### src/rtl/term_pkg.sv
// Shared constants, control codes and state encoding for the
// terminal VRAM writer.
package term_pkg;

  localparam int COLS = 80;
  localparam int ROWS = 30;
  localparam int COLW = 7;
  localparam int ROWW = 5;
  localparam int AW   = 13;

  localparam logic [7:0] BLANK = 8'h20;
  localparam logic [7:0] CR    = 8'h0D;
  localparam logic [7:0] LF    = 8'h0A;
  localparam logic [7:0] BS    = 8'h08;
  localparam logic [7:0] TAB   = 8'h09;
  localparam logic [7:0] FF    = 8'h0C;
  localparam logic [7:0] ESC   = 8'h1B;

  typedef logic [COLW-1:0] col_t;
  typedef logic [ROWW-1:0] row_t;

  localparam col_t COL_MAX = COLW'(COLS - 1);
  localparam row_t ROW_MAX = ROWW'(ROWS - 1);

  typedef enum logic [2:0] {
    S_CLR_ALL,
    S_CLR_ROW,
    S_IDLE,
    S_ESC,
    S_CSI
  } state_t;

  function automatic logic [AW-1:0] vaddr(row_t r, col_t c);
    return {{(AW-ROWW-COLW){1'b0}}, r, c};
  endfunction

endpackage

### src/rtl/term_vram_writer_if.sv
// Byte stream in, VRAM write port out. master is the writer side,
// slave is the uart/charbuf side.
interface term_vram_writer_if;

  logic [7:0]             in_data;
  logic                   in_valid;
  logic                   in_ready;
  logic [term_pkg::AW-1:0] vram_addr;
  logic [7:0]             vram_data;
  logic                   vram_we;

  modport master (
    input  in_data, in_valid,
    output in_ready, vram_addr, vram_data, vram_we
  );

  modport slave (
    output in_data, in_valid,
    input  in_ready, vram_addr, vram_data, vram_we
  );

endinterface

### src/rtl/term_clear_engine.sv
// Row/col sweep counter for full-screen and single-row clears.
// Comes out of reset armed for a full-screen sweep.
module term_clear_engine
  import term_pkg::*;
(
  input  logic clk,
  input  logic rst,
  input  logic start,
  input  logic all,
  input  logic step,
  input  row_t row_sel,
  output row_t row,
  output col_t col,
  output logic done
);

  logic all_r;
  logic last;

  assign last = (col == COL_MAX) && (!all_r || row == ROW_MAX);
  assign done = step & last;

  always_ff @(posedge clk) begin
    if (rst) begin
      row   <= '0;
      col   <= '0;
      all_r <= 1'b1;
    end else if (start) begin
      row   <= all ? '0 : row_sel;
      col   <= '0;
      all_r <= all;
    end else if (step) begin
      if (col == COL_MAX) begin
        col <= '0;
        if (all_r && !last) row <= row + 1'b1;
      end else begin
        col <= col + 1'b1;
      end
    end
  end

endmodule

### src/rtl/term_vram_writer.sv
// Terminal VRAM write sequencer: cursor, control codes, clears.
// Define TERM_ESC_FILTER_EN to swallow ESC / CSI sequences.
module term_vram_writer
  import term_pkg::*;
(
  input  logic               clk,
  input  logic               rst,
  term_vram_writer_if.master bus,
  output col_t               cur_col,
  output row_t               cur_row,
  output logic               busy
);

  state_t          state, state_n;
  col_t            col_n;
  row_t            row_n;
  logic            we_r, we_n;
  logic [AW-1:0]   addr_r, addr_n;
  logic [7:0]      data_r, data_n;
  logic            eng_start, eng_all, eng_step, eng_done;
  row_t            eng_row;
  col_t            eng_col;
  logic            adv, clr_all;
  logic [7:0]      b, tab;
`ifdef TERM_ESC_FILTER_EN
  logic [1:0]      seq, seq_n;
`endif

  term_clear_engine u_clr (
    .clk     (clk),
    .rst     (rst),
    .start   (eng_start),
    .all     (eng_all),
    .step    (eng_step),
    .row_sel (row_n),
    .row     (eng_row),
    .col     (eng_col),
    .done    (eng_done)
  );

  assign bus.in_ready  = (state == S_IDLE) || (state == S_ESC)
                      || (state == S_CSI);
  assign busy          = (state == S_CLR_ALL) || (state == S_CLR_ROW);
  assign bus.vram_we   = we_r;
  assign bus.vram_addr = addr_r;
  assign bus.vram_data = data_r;

  always_ff @(posedge clk) begin
    if (rst) begin
      state   <= S_CLR_ALL;
      cur_col <= '0;
      cur_row <= '0;
      we_r    <= 1'b0;
      addr_r  <= '0;
      data_r  <= BLANK;
`ifdef TERM_ESC_FILTER_EN
      seq     <= '0;
`endif
    end else begin
      state   <= state_n;
      cur_col <= col_n;
      cur_row <= row_n;
      we_r    <= we_n;
      addr_r  <= addr_n;
      data_r  <= data_n;
`ifdef TERM_ESC_FILTER_EN
      seq     <= seq_n;
`endif
    end
  end

  always_comb begin
    state_n   = state;
    col_n     = cur_col;
    row_n     = cur_row;
    we_n      = 1'b0;
    addr_n    = addr_r;
    data_n    = data_r;
    eng_start = 1'b0;
    eng_all   = 1'b0;
    eng_step  = 1'b0;
    adv       = 1'b0;
    clr_all   = 1'b0;
    b         = bus.in_data;
    tab       = ({1'b0, cur_col} | 8'h07) + 8'd1;
`ifdef TERM_ESC_FILTER_EN
    seq_n     = seq;
`endif
    case (state)
      S_CLR_ALL, S_CLR_ROW: begin
        we_n     = 1'b1;
        addr_n   = vaddr(eng_row, eng_col);
        data_n   = BLANK;
        eng_step = 1'b1;
        if (eng_done) state_n = S_IDLE;
      end
      S_IDLE: if (bus.in_valid) begin
        unique case (1'b1)
          (b >= 8'h20 && b <= 8'h7E): begin
            we_n   = 1'b1;
            addr_n = vaddr(cur_row, cur_col);
            data_n = b;
            if (cur_col == COL_MAX) begin
              col_n = '0;
              adv   = 1'b1;
            end else begin
              col_n = cur_col + 1'b1;
            end
          end
          (b == CR): col_n = '0;
          (b == LF): adv = 1'b1;
          (b == BS): if (cur_col != '0) begin
            col_n  = cur_col - 1'b1;
            we_n   = 1'b1;
            addr_n = vaddr(cur_row, col_n);
            data_n = BLANK;
          end
          (b == TAB): col_n = (tab > {1'b0, COL_MAX})
                            ? COL_MAX : tab[COLW-1:0];
          (b == FF): clr_all = 1'b1;
`ifdef TERM_ESC_FILTER_EN
          (b == ESC): state_n = S_ESC;
`endif
          default: ;
        endcase
      end
`ifdef TERM_ESC_FILTER_EN
      S_ESC: if (bus.in_valid) begin
        state_n = (b == 8'h5B) ? S_CSI : S_IDLE;
        seq_n   = '0;
      end
      // seq tracks whether the parameter bytes are exactly "2"
      S_CSI: if (bus.in_valid) begin
        if (b >= 8'h20 && b <= 8'h3F) begin
          seq_n = (seq == 2'd0 && b == 8'h32) ? 2'd1 : 2'd2;
        end else if (b >= 8'h40 && b <= 8'h7E) begin
          if (b == 8'h4A && seq == 2'd1) clr_all = 1'b1;
          else state_n = S_IDLE;
        end
      end
`endif
      default: state_n = S_IDLE;
    endcase
    if (adv) begin
      row_n     = (cur_row == ROW_MAX) ? '0 : cur_row + 1'b1;
      eng_start = 1'b1;
      state_n   = S_CLR_ROW;
    end
    if (clr_all) begin
      col_n     = '0;
      row_n     = '0;
      eng_start = 1'b1;
      eng_all   = 1'b1;
      state_n   = S_CLR_ALL;
    end
  end

endmodule

### src/flat_wrapper.sv
// flat-port wrapper written by rule: the top's interface ports become plain ports
module term_vram_writer_flat import term_pkg::*;
  (clk, rst, cur_col, cur_row, busy, bus_in_data, bus_in_valid, bus_in_ready, bus_vram_addr, bus_vram_data, bus_vram_we);
  term_vram_writer_if bus_i ();
  input  logic clk;
  input  logic rst;
  output col_t cur_col;
  output row_t cur_row;
  output logic busy;
  input wire logic [$bits(bus_i.in_data)-1:0] bus_in_data;
  input wire logic [$bits(bus_i.in_valid)-1:0] bus_in_valid;
  output wire logic [$bits(bus_i.in_ready)-1:0] bus_in_ready;
  output wire logic [$bits(bus_i.vram_addr)-1:0] bus_vram_addr;
  output wire logic [$bits(bus_i.vram_data)-1:0] bus_vram_data;
  output wire logic [$bits(bus_i.vram_we)-1:0] bus_vram_we;
  assign bus_i.in_data = bus_in_data;
  assign bus_i.in_valid = bus_in_valid;
  assign bus_in_ready = bus_i.in_ready;
  assign bus_vram_addr = bus_i.vram_addr;
  assign bus_vram_data = bus_i.vram_data;
  assign bus_vram_we = bus_i.vram_we;
  term_vram_writer u_core (.clk(clk), .rst(rst), .bus(bus_i), .cur_col(cur_col), .cur_row(cur_row), .busy(busy));
endmodule
### config.mk
export PLATFORM = sky130hd
export DESIGN_NAME = term_vram_writer_flat
export DESIGN_NICKNAME = d
export VERILOG_FILES = /design/src/rtl/term_pkg.sv /design/src/rtl/term_vram_writer_if.sv /design/src/rtl/term_clear_engine.sv /design/src/rtl/term_vram_writer.sv /design/src/flat_wrapper.sv
export SDC_FILE = /design/constraint.sdc
export NUM_CORES = 1
export LEC_CHECK = 0
export ABC_CLOCK_PERIOD_IN_PS = 1800
export CORE_ASPECT_RATIO = 1.1
export CORE_MARGIN = 1.5
export CORE_UTILIZATION = 45
export DETAILED_ROUTE_END_ITERATION = 10
export PLACE_DENSITY_LB_ADDON = 0.2
export SLEW_MARGIN = 20
export SYNTH_ARGS = -nofsm -noshare
export SYNTH_HDL_FRONTEND = slang
export SYNTH_SLANG_ARGS = --single-unit
### constraint.sdc
create_clock -name clk -period 1.8 [get_ports clk]
set_input_delay 0.18 -clock clk [delete_from_list [all_inputs] [get_ports clk]]
set_output_delay 0.18 -clock clk [all_outputs]
set_load 0.03 [all_outputs]
==> impl_metrics.tcl, run 1 <==
set metrics [dict create \
    p_per_area_nw_per_um2 431 \
    fin_nets 494 \
    track_usage_pct 27.8 \
    max_freq_ghz 0.515 \
    hpwl_mm 6.89 \
    antenna_found_initial 0 \
    drc 0 \
    mostFrequentLayoutCell "buf_4" \
    cp.required_ns 2.00 \
    whs_path_depth 4 \
    end_kind "register" \
    rr_startpoint "u_core.cur_col[1]" \
    period_minus_slack_ns 1.94 \
    crit_chain "inv_4 > ha_4 > nor3b_4 > nand4_1 > buf_4 > o211ai_1 > buf_4 > buf_4 > nor4_2 > nor3_1" \
    cts_buffers 5 \
    initial_utilization_pct 47.2 \
    postRouteAntennaNets 0 \
    ys_types 72 \
    grt_max_degree 16 \
    worst_slew_margin_rel_pct 65.4 \
    violations "negative setup slack" \
    clockRootBuffer "clkbuf_8" \
    power_frac_comb_pct 11.8 \
    yosys_warnings 0 \
    drt_pass1_iterations 4 \
    tightestPinTransition_ns 0.519 \
    p_sw_uw 505 \
    synth_cells 345 \
    status "finished, violations left" \
    worstSetupPathType "reg2reg" \
    instances_no_fill 554 \
    chipHeight_um 88.1 \
    clock_sinks 48 \
    vias_per_cell 6.01 \
    postLayoutCoreUtil_pct 75.6 \
    pwr-share-seq_pct 52.5 \
    syn_nets 366 \
    top_level_ports 47 \
    cts_buffer_depth 2 \
    die_area_um2 7070 \
    drive_gt1_share_pct 41.4 \
    synthFlopType "dfxtp_1" \
    max_stage_delay_ns 0.37 \
    setup_tns_ns -0.610 \
    ys_ff_latch 48 \
    setup_viol 17 \
    antenna_cells 0 \
    power_frac_clock_pct 35.8 \
    p_int_mw 1.54 \
    start_kind "register" \
    hold_class "in2reg" \
    cp_common_cell "buf_4" \
    ys_async_sr_fraction_pct 0 \
    die_x_um 80.3 \
    n_fill_cell 450 \
    htree_levels 2 \
    final_cell_mix "90 x buf_4, 40 x dfxtp_1, 34 x clkdlybuf4s50_1, 22 x nor2_1, 19 x nand2_1" \
    rsz0062_at_grt "true" \
    wl_per_cell_um 17.8 \
    reg2regPathDepth 10 \
    crit_fanout 7 \
    p_sw_share_pct 24.7 \
    clock_skew_ns 0.0104 \
    core_um2 6270 \
    holdBufCountCts 0 \
    crit_buf_inv 4 \
    min_from "bus_in_data[5]" \
    clk_pin_slew_ns 0.09 \
    peakVddDrop_mv 0.344 \
    arrival_ns 2.14 \
    hold_end "u_core.bus.vram_data[5]" \
    ff2ff_setup_slack_ns -0.14 \
    routed_wl_mm 9.89 \
    crit_family "simple AND/OR/NAND/NOR gates" \
    synth_edf_count 0 \
    ys_seq_area_share_pct 32.5 \
    row_count 30 \
    dpl-instance-area_um2 4180 \
    total_leakage_power_nw 1.83 \
    regArea_um2 983 \
    dp.cells 530 \
    holdWs_ns 0.320 \
    initialDrtViolationCount 268 \
    syn_avg_cell_area_um2 8.58 \
    grt.overflow.total 0 \
    gp_congestion 0.897 \
    drv_cap 0 \
    critPathSlowestCell "dfxtp_4" \
    port_buffers 45 \
    multi_input_area_um2 2270 \
    finalMaxSlewViolations 0 \
    vias 3330 \
    clock_latency_ns 0.31 \
    r2r-end "u_core.cur_col[3]" \
    setup_slack_ns -0.142 \
    finalHoldViolations 0 \
    fin_crit_sh_pct 108 \
    mappedNetlistArea_um2 2960 \
    grt_pass1_vias 3219 \
    stdcell_area_um2 4740 \
    syn_to_final_growth_pct 60.2 \
    grt_pass1_wl_mm 15.3 \
    cts_tree "built" \
]
[synthesized netlist by cell type, drive strengths merged (6+ instances only)]
library cell	number	area [um2]
inv	13	48.8
nand2b	7	43.8
or4	6	48.8
buf	6	35.0
a21oi	14	70.1
clkbuf	17	63.8
nor3	23	143
xnor2	9	78.8
nor2	24	97.6
nand4b	6	52.6
nand2	22	85.1
dfxtp	48	961
nand3	16	80.1
ha	10	125
a311oi	8	70.1
nand4	7	43.8
o21ai	16	83.8
o41ai	6	90.1
[tightest hold or removal path, stage by stage]
cell     delay [ns]
buf_2          0.09
buf_4          0.15
nor4_1         0.06
mux2i_1        0.11
[routing by layer]
| metal | routed length (um) | part of all wire (%) | global-route usage [%] |
|---|---|---|---|
| met5 | 0 | 0 | 0 |
| met4 | 310 | 3.1 | 9.56 |
| met3 | 537 | 5.4 | 4.17 |
| met2 | 4920 | 50 | 50.9 |
| met1 | 4120 | 42 | 32.8 |
[state kept, by name, summed over array words and instances (netlist names)]
register and flops:
u_core.bus.vram_data 8, u_core.bus.vram_addr 12, u_core.u_clr.all_r 1, u_core.cur_col 7, u_core.u_clr.col 7, u_core.bus.vram_we 1
u_core.state 2, u_core.u_clr.row 5, u_core.cur_row 5
[logic make-up (layout without fill, tap and decap cells)]
logic type / Yosys count / after routing / synth area share, %
other cells: 1 / 1 / 0.127
simple gates: 141 / 141 / 28.0
mux: 3 / 3 / 1.01
buf+inv: 36 / 165 / 4.99
flops: 48 / 48 / 32.5
compound gates: 92 / 92 / 25.0
fa+ha+maj: 10 / 10 / 4.23
xor+xnor: 14 / 14 / 4.14
[how the worst max path moves through the flow]
stage / from / end / cells after the start
after floorplan: u_core.cur_col[0] / u_core.cur_row[0] / 6
after global placement: bus_in_data[4] / u_core.cur_col[2] / 6
after detailed placement: bus_in_data[5] / u_core.cur_col[2] / 6
after CTS: u_core.cur_col[0] / u_core.cur_col[0] / 9
after global routing: u_core.cur_col[0] / u_core.cur_col[3] / 10
final: u_core.cur_col[1] / u_core.cur_col[3] / 10
[power groups by stage]
stage	clock [mW]	combinational [mW]	sequential, mW
after detailed placement	0	0.220	1.09
final	0.730	0.240	1.07
after global routing	0.780	0.255	1.07
after global placement	0	0.215	1.09
after floorplan	0	0.0852	1.11
after CTS	0.741	0.224	1.07
[timing repair]
item / 4_1_cts / 5_1_grt
buffers inserted: 7 / 11
endpoints found under the setup margin: 48 / 43
pin swaps: 24 / 31
gates resized for setup: 46 / 43
hold endpoints to repair: 0 / 0
[per-stage QoR]
stage / power [mW] / setup slack [ns]
after floorplan: 1.19 / -0.0417
after global placement: 1.31 / -0.563
after detailed placement: 1.31 / -0.638
after CTS: 2.04 / -0.0333
after global routing: 2.11 / -0.204
final: 2.04 / -0.142
[layout make-up]
type                    count  share of cell area, %
multi-input cells         261                   47.9
repair buffers            144                   25.9
flip-flops and latches     48                   20.7
well taps                  80                   2.11
clock buffers               7                   2.06
inverters                  13                   1.14
clock inverters             1                  0.106
(Power assumes the default switching activity.)
==> run 2, diff against run 1 <==
--- a/config.mk
+++ b/config.mk
@@ -8,7 +8,7 @@
 export ABC_CLOCK_PERIOD_IN_PS = 1800
 export CORE_ASPECT_RATIO = 1.1
 export CORE_MARGIN = 1.5
-export CORE_UTILIZATION = 45
+export CORE_UTILIZATION = 49
 export DETAILED_ROUTE_END_ITERATION = 10
 export PLACE_DENSITY_LB_ADDON = 0.2
 export SLEW_MARGIN = 20
==> impl_metrics.tcl, run 2 (synthesized netlist as in run 1, its figures left out) <==
set metrics [dict create \
    rsz0062_at_grt "true" \
    drt_pass1_iterations 5 \
    mostFrequentLayoutCell "buf_4" \
    p_per_area_nw_per_um2 426 \
    start_kind "register" \
    largest_reg_flops 12 \
    row_count 29 \
    initial_utilization_pct 51.0 \
    htree_levels 2 \
    n_fill_cell 361 \
    fin_crit_sh_pct 104 \
    syn_to_final_growth_pct 57.8 \
    setup_slack_ns -0.0786 \
    postRouteAntennaNets 0 \
    clock_skew_ns 0.0101 \
    setup_viol 22 \
    holdBufCountCts 0 \
    hold_class "in2reg" \
    peakVddDrop_mv 0.530 \
    die_x_um 77.1 \
    max_stage_delay_ns 0.39 \
    stdcell_area_um2 4670 \
    critPathSlowestCell "dfxtp_4" \
    grt.overflow.total 0 \
    cts_buffer_depth 2 \
    chipHeight_um 84.5 \
    cts_buffers 5 \
    total_leakage_power_nw 1.68 \
    grt_max_degree 23 \
    clock_latency_ns 0.31 \
    grt_pass1_wl_mm 15.2 \
    worstSetupPathType "reg2reg" \
    status "finished, violations left" \
    final_cell_mix "83 x buf_4, 40 x dfxtp_1, 36 x clkdlybuf4s50_1, 22 x nor2_1, 18 x nand2_1" \
    track_usage_pct 29.0 \
    drv_cap 0 \
    grt_pass1_vias 3191 \
    routed_wl_mm 10.2 \
    gp_congestion 0.929 \
    vias_per_cell 6.16 \
    postLayoutCoreUtil_pct 80.4 \
    max_freq_ghz 0.532 \
    antenna_cells 0 \
    dp.cells 524 \
    hpwl_mm 6.80 \
    port_buffers 45 \
    wl_per_cell_um 18.8 \
    cts_tree "built" \
    initialDrtViolationCount 320 \
    core_um2 5810 \
    arrival_ns 2.13 \
    vias 3350 \
    instances_no_fill 544 \
    antenna_found_initial 0 \
    period_minus_slack_ns 1.88 \
    top_level_ports 47 \
    die_area_um2 6510 \
    fin_nets 487 \
    setup_tns_ns -0.818 \
    ff2ff_setup_slack_ns -0.08 \
    drive_gt1_share_pct 39.8 \
    cp.required_ns 2.05 \
    drc 0 \
    clk_pin_slew_ns 0.10 \
    clockRootBuffer "clkbuf_8" \
    crit_fanout 7 \
    clock_sinks 48 \
    dpl-instance-area_um2 4150 \
    crit_chain "inv_4 > ha_4 > nor3b_4 > nand4_1 > o2111a_2 > nor3_4 > a22o_1" \
    violations "negative setup slack" \
    finalMaxSlewViolations 0 \
    end_kind "register" \
    finalHoldViolations 0 \
]
## run 2: path summary, 6_finish.rpt
| check | to | depth (start not counted) | startpoint |
|---|---|---|---|
| worst max-delay path | u_core.bus.vram_data[2] | 7 | u_core.cur_col[1] |
| worst min register to register | u_core.bus.vram_data[7] | 1 | u_core.bus.vram_data[7] |
| worst min-delay path | u_core.bus.vram_data[0] | 2 | bus_in_data[0] |
| worst max register to register | u_core.bus.vram_data[2] | 7 | u_core.cur_col[1] |
## run 2: layer usage
metal / up-vias / share of wire [%] / global-route usage [%]
met5: - / 0 / 0
met4: 0 / 3.4 / 14.5
met3: 37 / 5.0 / 4.67
met2: 145 / 51 / 51.1
met1: 1604 / 40 / 34.0
li1: 1564 / - / -
## run 2: cell type report
cell class              instances  area (um2)  area share (%)
multi-input cells             261        2260            48.5
well taps                      77        96.3            2.06
flip-flops and latches         48         983            21.1
clock inverters                 1        6.26           0.134
inverters                      13        53.8            1.15
repair buffers                137        1180            25.2
clock buffers                   7        86.3            1.85
## run 2: repair_timing
item	4_1_cts	5_1_grt
gates cloned	0	0
resized for setup	37	46
setup endpoints to repair	48	45
setup buffers	5	8
pin swaps	23	29
## run 2: where the power goes
part / internal, mW / total, mW / switching (mW)
combinational: 0.105 / 0.228 / 0.123
sequential: 1.07 / 1.07 / 0.00767
clock: 0.314 / 0.688 / 0.374
## run 2: critical path: cells and delay by family (launching register included)
kind,cells,cell delay (ns)
AOI/OAI and AO/OA,2,0.48
adders and majority gates,1,0.13
buffers and inverters,1,0.07
DFF,1,0.39
and+or+nand+nor,3,0.76
## run 2: stage by stage
step	hold slack (ns)	setup WS (ns)	total power [mW]
finish	0.285	-0.0786	1.99
global placement	0.446	-0.641	1.30
floorplan	0.306	-0.0417	1.19
CTS	0.275	-0.0333	1.98
detailed placement	0.455	-0.612	1.30
global route	0.292	-0.181	2.08
